[config.mk]
export PLATFORM = sky130hd
export DESIGN_NAME = serial_char_rx
export DESIGN_NICKNAME = d
export VERILOG_FILES = /design/src/rtl/serial_char_rx.sv
export SDC_FILE = /design/constraint.sdc
export NUM_CORES = 1
export LEC_CHECK = 0
export CORE_ASPECT_RATIO = 1.5
export CORE_MARGIN = 5
export CORE_UTILIZATION = 44
export CTS_BUF_LIST = sky130_fd_sc_hd__clkbuf_4
export CTS_CLUSTER_DIAMETER = 100
export CTS_CLUSTER_SIZE = 24
export DETAILED_ROUTE_END_ITERATION = 8
export GPL_ROUTABILITY_DRIVEN = 0
export PLACE_DENSITY = 0.71
export SLEW_MARGIN = 20
export SYNTH_ARGS = -nofsm -noshare
export SYNTH_HDL_FRONTEND = slang
export SYNTH_SLANG_ARGS = --single-unit
[constraint.sdc]
create_clock -name clk -period 2 [get_ports clk]
set_input_delay 0.4 -clock clk [delete_from_list [all_inputs] [get_ports clk]]
set_output_delay 0.4 -clock clk [all_outputs]
set_load 0.03 [all_outputs]
[src/rtl/serial_char_rx.sv]
// ---------------------------------------------------------------------------
// serial_char_rx
// UART-style 8N1 serial receiver. It turns an asynchronous serial line into
// 8-bit characters for the downstream identifier-checking FSM. Each good frame
// produces one character with a one-cycle valid strobe. A frame whose stop bit
// is sampled low is flagged with a one-cycle error strobe and is not forwarded.
//
// Parameters:
//   CLKS_PER_BIT  clock cycles per serial bit (even, >= 4)
//   CNT_W         width of the intra-bit counter (2**CNT_W > CLKS_PER_BIT)
//
// Ports:
//   clk         system clock, all logic on the rising edge
//   rst_n       asynchronous active-low reset
//   rxd         serial line, idle high, asynchronous to clk
//   char        last correctly received byte, held between frames
//   char_valid  one-cycle pulse, char is new this cycle
//   frame_err   one-cycle pulse, stop bit was sampled low
//   busy        high whenever the receiver is not idle
// ---------------------------------------------------------------------------
module serial_char_rx #(
    parameter int CLKS_PER_BIT = 16,
    parameter int CNT_W        = 8
) (
    input  logic       clk,
    input  logic       rst_n,
    input  logic       rxd,
    output logic [7:0] char,
    output logic       char_valid,
    output logic       frame_err,
    output logic       busy
);

    typedef enum logic [2:0] {
        IDLE,
        START,
        DATA,
        STOP,
        BREAK
    } state_t;

    localparam logic [CNT_W-1:0] HALF_M1 = CNT_W'(CLKS_PER_BIT / 2 - 1);
    localparam logic [CNT_W-1:0] FULL_M1 = CNT_W'(CLKS_PER_BIT - 1);

    state_t           state, state_n;
    logic [CNT_W-1:0] cnt, cnt_n;
    logic [2:0]       bit_idx, bit_idx_n;
    logic [7:0]       shreg, shreg_n;
    logic [7:0]       char_n;
    logic             char_valid_n;
    logic             frame_err_n;
    logic             rxd_meta;
    logic             rxd_s;

    // Two-flop synchroniser for the asynchronous line. Both flops reset to the
    // idle level so that leaving reset cannot look like a start bit.
    always_ff @(posedge clk or negedge rst_n) begin
        if (!rst_n) begin
            rxd_meta <= 1'b1;
            rxd_s    <= 1'b1;
        end else begin
            rxd_meta <= rxd;
            rxd_s    <= rxd_meta;
        end
    end

    // State and datapath registers. The strobes are registered so they appear
    // on the cycle after the stop-bit sample, together with the new char.
    always_ff @(posedge clk or negedge rst_n) begin
        if (!rst_n) begin
            state      <= IDLE;
            cnt        <= '0;
            bit_idx    <= '0;
            shreg      <= '0;
            char       <= '0;
            char_valid <= 1'b0;
            frame_err  <= 1'b0;
        end else begin
            state      <= state_n;
            cnt        <= cnt_n;
            bit_idx    <= bit_idx_n;
            shreg      <= shreg_n;
            char       <= char_n;
            char_valid <= char_valid_n;
            frame_err  <= frame_err_n;
        end
    end

    // Next-state and datapath logic. The start bit is re-checked at its middle
    // so short glitches fall back to IDLE; data and stop bits are sampled one
    // full bit period apart after that point.
    always_comb begin
        state_n      = state;
        cnt_n        = cnt;
        bit_idx_n    = bit_idx;
        shreg_n      = shreg;
        char_n       = char;
        char_valid_n = 1'b0;
        frame_err_n  = 1'b0;

        case (state)
            IDLE: begin
                cnt_n     = '0;
                bit_idx_n = '0;
                if (!rxd_s) begin
                    state_n = START;
                end
            end

            START: begin
                if (cnt == HALF_M1) begin
                    cnt_n   = '0;
                    state_n = rxd_s ? IDLE : DATA;
                end else begin
                    cnt_n = cnt + 1'b1;
                end
            end

            DATA: begin
                if (cnt == FULL_M1) begin
                    cnt_n     = '0;
                    shreg_n   = {rxd_s, shreg[7:1]};
                    bit_idx_n = bit_idx + 1'b1;
                    if (bit_idx == 3'd7) begin
                        state_n = STOP;
                    end
                end else begin
                    cnt_n = cnt + 1'b1;
                end
            end

            STOP: begin
                if (cnt == FULL_M1) begin
                    cnt_n = '0;
                    if (rxd_s) begin
                        state_n      = IDLE;
                        char_n       = shreg;
                        char_valid_n = 1'b1;
                    end else begin
                        state_n     = BREAK;
                        frame_err_n = 1'b1;
                    end
                end else begin
                    cnt_n = cnt + 1'b1;
                end
            end

            BREAK: begin
                cnt_n = '0;
                if (rxd_s) begin
                    state_n = IDLE;
                end
            end

            default: begin
                state_n = IDLE;
                cnt_n   = '0;
            end
        endcase
    end

    assign busy = (state != IDLE);

endmodule

==> results of run 1 <==
## stage by stage
stage	TNS (ps)	utilization, %	hold WS (ps)	setup slack [ps]	area, um^2
final	0	53.55	359.9	40.65	1812
after global routing	-36.58	53.55	365.8	-13.15	1812
after CTS	0	53.55	360.8	27.50	1812
after detailed placement	0	52.00	346.8	37.69	1759
after global placement	0	52.00	345.9	88.47	1759
after floorplan	0	-	104.4	17.74	1524
## registers in the layout (all words and copies together), names as in the netlist
name / count
state: 3
frame_err: 1
rxd_meta: 1
char_valid: 1
char: 8
cnt: 8
bit_idx: 3
shreg: 8
rxd_s: 1
## kinds of logic after synthesis
| family | count (synthesis) | share of synthesized area, % |
|---|---|---|
| adder cells (fa/ha/maj) | 3 | 2.476 |
| AND/OR/NAND/NOR | 33 | 12.71 |
| flip-flops | 34 | 56.27 |
| XOR/XNOR | 3 | 1.733 |
| buffers and inverters | 12 | 3.465 |
| AO/OA/AOI/OAI | 18 | 8.168 |
| multiplexers | 18 | 15.18 |
## power by group through the flow
| stage | combinational [W] | sequential [W] | clock (W) |
|---|---|---|---|
| after detailed placement | 0.000549 | 0.000845 | 0 |
| after global routing | 0.000601 | 0.000844 | 0.000416 |
| after global placement | 0.000525 | 0.000841 | 0 |
| after CTS | 0.000549 | 0.000833 | 0.000382 |
| after floorplan | 0.000369 | 0.000839 | 0 |
| final | 0.000543 | 0.000834 | 0.000363 |
## worst min path at each step
stage | start | to | slack [ps] | cells after the start
after detailed placement | rxd_meta | rxd_s | 350 | 0
after global placement | rxd_meta | rxd_s | 350 | 0
after CTS | rxd_meta | rxd_s | 360 | 0
final | rxd_meta | rxd_s | 360 | 0
after floorplan | rst_n | bit_idx[0] | 100 | 0
after global routing | rxd_meta | rxd_s | 370 | 0
## synth_stat cells, types with 3 or more instances
library cell	instances
or3_1	4
nor2_1	5
mux2_4	8
inv_1	7
nand3_1	5
dfrtp_1	32
ha_1	3
nand2_1	7
clkbuf_1	4
or4_1	4
o21ai_0	5
mux2_2	8
a21oi_1	4
## timing repair
item	CTS	global route
pin swaps	0	0
gates resized for setup	1	0
endpoints found under the hold margin	0	0
buffers inserted	0	0
endpoints found under the setup margin	1	6
## final cells by class
type                       count  share of cell area, %
inverter                       7                  1.450
clock inverter                 2                 0.4834
multi-input combinational     75                  33.91
timing repair buffer          24                  11.67
clock buffer                   6                  2.486
sequential                    34                  47.10
tap                           42                  2.901
## metal layers
metal	routed length [um]	vias up	track usage (%)
met5	0	-	0
met4	53	0	7.657
met3	135	7	3.931
met1	1104	481	13.65
li1	-	490	-
met2	1457	26	23.64
==> impl_metrics.toml, run 1 <==
[timing]
min_period_ps = 1959
fin_skew_ps = 7.491
relSlewSlack_pct = 71.75
rsz0062_at_grt = "yes"
worst_slew_pin_slew_ps = 423.7
maxSlewViolCount = 0
min_period_over_period_pct = 97.97
clock.fmax_ghz = 0.5104
hold_violations = 0
setup_violations = 0

[floorplanning]
core.rowCount = 26
coreArea_um2 = 3383
die_x_um = 57.94
dieArea_um2 = 4745
die_h_um = 81.90
ios = 14
start_util_pct = 44.82

[setup_path]
cp-end-kind = "flop"
slowest_stage = "or4_4"
path_buf_inv = 0
r2r_end = "char[6]"
crit_cells = 3
cp_top_family = "simple AND/OR/NAND/NOR gates"
path_max_fanout = 9
crit_arrival_ps = 2180
worstPathCellList = "or4_4 -> or4_4 -> mux2_4"
reg2reg_depth = 3
critPathCapture = "char[6]"
startpoint = "cnt[7]"
critPathRequiredTime_ps = 2220
r2r_slack_ps = 40
startpoint_type = "flop"
timing.rr.start = "cnt[7]"
max_stage_delay_ps = 570
critical_path_class = "flop to flop"
crit_top_cell = "or4_4"

[clocking]
clock_sinks = 34
cts_tree = "built"
cts-root-buf = "clkbuf_4"
clk_pin_slew_ps = 100
clkLatencyLatePin_ps = 330
cts_hold_buf = 0
ctsHtreeMaxLevel = 2
cts_buffer_depth = 2
cts_made_buffers = 5

[synthesis]
yosysTopAreaCell = "dfrtp_1"
syn_nets = 127
synth_edf_count = 0
yosys_warnings = 0
synth_seq_area_share_pct = 56.27
yosysTopAreaCellShare_pct = 52.81
synth_flop_cell = "dfrtp_1"
avgSynthCellArea_um2 = 12.53
synth.area.top_cells = "dfrtp_1 (53%), mux2_4 (7.9%), mux2_2 (5.9%)"
synth_cell_type_count = 31
netlist_instances = 121
syn-cell-area_um2 = 1516
ys_ff_latch = 34
synth-async-reset-ratio_pct = 100.0

[power_and_ir_drop]
p_sw_share_pct = 33.91
switching_power_w = 0.0005900
clock_power_share_pct = 20.9
finalPower_w = 0.001740
intPower_w = 0.001150
p_seq_share_pct = 47.9
p_comb_share_pct = 31.2
p_per_area_nw_per_um2 = 960.3
p_leak_nw = 0.8520
vdd_drop_max_mv = 0.7051

[status]
status = "finished clean"

[cells_and_area]
final_cells = 190
seqCellArea_um2 = 853.3
area_growth_pct = 19.47
fin_nets = 153
multi_input_area_um2 = 614.3
final_common_cell = "dfrtp_1"
drive_gt1_share_pct = 27.70
layout_common_cells = "dfrtp_1 (32), clkdlybuf4s50_1 (12), buf_4 (11)"
antennaDiodeCount = 0
nFillCells = 306

[detailed_routing]
ant_nets = 0
post_drt_wl_per_cell_um = 14.48
drc = 0
route.detailed.vias_per_inst = 5.284
routed_wirelength_um = 2751
vias = 1004
firstDrtPassIters = 4
drt_iter0_markers = 26

[global_route]
grt_pass1_wl_um = 4650
overflow = 0
track_usage_pct = 13.29
grt_pass1_vias = 1018
grt_max_degree = 35
antenna_found_initial = 0

[flow_run]
cap_violations = 0

[placed_design]
dp.final_hpwl_um = 2009
numPortBuffers = 13
dp_cells = 182

[min_path]
worst_hold_path_type = "flop to flop"
No activity file was read; power rests on OpenSTA's default activity.
==> run 2, diff against run 1 <==
--- a/config.mk
+++ b/config.mk
@@ -10,7 +10,6 @@
 export CORE_UTILIZATION = 44
 export CTS_BUF_LIST = sky130_fd_sc_hd__clkbuf_4
 export CTS_CLUSTER_DIAMETER = 100
-export CTS_CLUSTER_SIZE = 24
 export DETAILED_ROUTE_END_ITERATION = 8
 export GPL_ROUTABILITY_DRIVEN = 0
 export PLACE_DENSITY = 0.71
==> results of run 2 <==
Same layout as run 1: the final DEF is identical, and so are final timing and power.
==> run 3, diff against run 2 <==
--- a/config.mk
+++ b/config.mk
@@ -11,8 +11,9 @@
 export CTS_BUF_LIST = sky130_fd_sc_hd__clkbuf_4
 export CTS_CLUSTER_DIAMETER = 100
 export DETAILED_ROUTE_END_ITERATION = 8
+export DONT_BUFFER_PORTS = 1
 export GPL_ROUTABILITY_DRIVEN = 0
-export PLACE_DENSITY = 0.71
+export PLACE_DENSITY = 0.66
 export SLEW_MARGIN = 20
 export SYNTH_ARGS = -nofsm -noshare
 export SYNTH_HDL_FRONTEND = slang
==> impl_metrics.toml, run 3 (same netlist as run 1, synthesis figures left out) <==
[power_and_ir_drop]
p_comb_share_pct = 30.4
intPower_w = 0.001128
p_per_area_nw_per_um2 = 1019
switching_power_w = 0.0006025
p_leak_nw = 0.8065
clock_power_share_pct = 21.0
p_sw_share_pct = 34.81
vdd_drop_max_mv = 0.5726
p_seq_share_pct = 48.6

[cells_and_area]
final_area_um2 = 1698
fin_nets = 140
layout_common_cells = "dfrtp_1 (32), buf_4 (9), mux2_2 (8), mux2_4 (8)"
antennaDiodeCount = 0
final_cells = 177
fin_util_pct = 50.18
drive_gt1_share_pct = 29.63
nFillCells = 307
reg_top3 = "char: 8 flops, cnt: 8 flops, shreg: 8 flops"
final_common_cell = "dfrtp_1"
area_growth_pct = 11.96

[min_path]
worst_hold_path_type = "input port to flop"

[floorplanning]
die_h_um = 81.90
die_x_um = 57.94
coreArea_um2 = 3383
core.rowCount = 26
start_util_pct = 44.82
dieArea_um2 = 4745
ios = 14

[global_route]
use_met3_pct = 4.717
overflow = 0
use_met1_pct = 13.38
grt_use_met2_pct = 23.53
track_usage_pct = 13.21
grt_pass1_wl_um = 4678
grt_max_degree = 35
grt.busiest_layer = "met2"
grt_pass1_vias = 1026
antenna_found_initial = 0

[setup_path]
critical_path_class = "flop to flop"
path_max_fanout = 9
startpoint_type = "flop"
crit_arrival_ps = 2180
cp-end-kind = "flop"
critPathRequiredTime_ps = 2230
r2r_slack_ps = 50

[clocking]
cts_tree = "built"
cts_buffer_depth = 2
clk_pin_slew_ps = 100
cts-resized-gates = 0
cts-root-buf = "clkbuf_4"
clock_sinks = 34
cts_made_buffers = 5
ctsHtreeMaxLevel = 2
clkLatencyLatePin_ps = 340

[detailed_routing]
ant_nets = 0
firstDrtPassIters = 4
drc = 0
routed_wirelength_um = 2644
post_drt_wl_per_cell_um = 14.94
drt_iter0_markers = 23
route.detailed.vias_per_inst = 5.441
vias = 963

[timing]
maxSlewViolCount = 0
worst_slew_pin_slew_ps = 357.7
clock.fmax_ghz = 0.5128
relSlewSlack_pct = 76.15
min_period_ps = 1950
hold_violations = 0
rsz0062_at_grt = "no"
finalSetupTns_ps = 0
worst_slack_ps = 49.86
fin_skew_ps = 16.49
min_period_over_period_pct = 97.51
setup_violations = 0

[placed_design]
place_ws_ps = 52.56
dp.final_hpwl_um = 1942
numPortBuffers = 0
dp_cells = 167
place_area_um2 = 1614

[flow_run]
cap_violations = 0

[status]
status = "finished clean"
[run 3: changes by cell type in the layout (fill, tap and decap cells not counted)]
cell,previous run,this run
buf_4,11,9
clkdlybuf4s50_1,12,0
buf_12,0,1
clkinvlp_4,0,1
clkbuf_4,6,5
dlygate4sd2_1,1,0
dlygate4sd3_1,0,1
[run 3: through the flow]
step | hold slack (ps) | power (W)
floorplan | 104.4 | 0.001209
global placement | 105.2 | 0.001338
detailed placement | 105.2 | 0.001363
CTS | 32.48 | 0.001746
global route | 10.09 | 0.001865
finish | 53.58 | 0.001731
[run 3: final cells by class]
type / instances / area [um^2] / share of cell area, %
sequential: 34 / 853.3 / 50.26
multi-input combinational: 75 / 614.3 / 36.18
timing repair buffer: 11 / 97.59 / 5.748
tap: 42 / 52.55 / 3.095
clock buffer: 5 / 37.54 / 2.211
inverter: 7 / 26.28 / 1.548
clock inverter: 3 / 16.27 / 0.9580
[run 3: final timing paths]
path	startpoint	cells after the start	endpoint
min	rxd	0	rxd_meta
min in group asynchronous	rst_n	2	char[7]
max reg2reg	cnt[7]	3	char[1]
max in group asynchronous	rst_n	2	rxd_meta
max	cnt[7]	3	char[1]
min reg2reg	rxd_meta	0	rxd_s
[run 3: critical path, cell delays in order (launching register included)]
cell,delay (ps)
dfrtp_1,400
or4_4,570
or4_4,540
mux2_4,340
[run 3: power by group through the flow]
stage	clock (W)	sequential [W]	combinational, W
2_1_floorplan	0	0.000839	0.000369
3_3_place_gp	0	0.000849	0.000489
3_5_place_dp	0	0.000853	0.000510
4_1_cts	0.000375	0.000839	0.000531
5_1_grt	0.000422	0.000851	0.000592
6_report	0.000363	0.000841	0.000527
[run 3: repair_timing]
item	CTS	global route
buffers inserted	0	0
hold buffers	2	0
endpoints found under the hold margin	34	0
[run 3: per-layer routing]
layer | wire (um) | vias up
met5 | 0 | -
met2 | 1430 | 23
met3 | 134 | 6
li1 | - | 459
met4 | 56 | 0
met1 | 1023 | 475
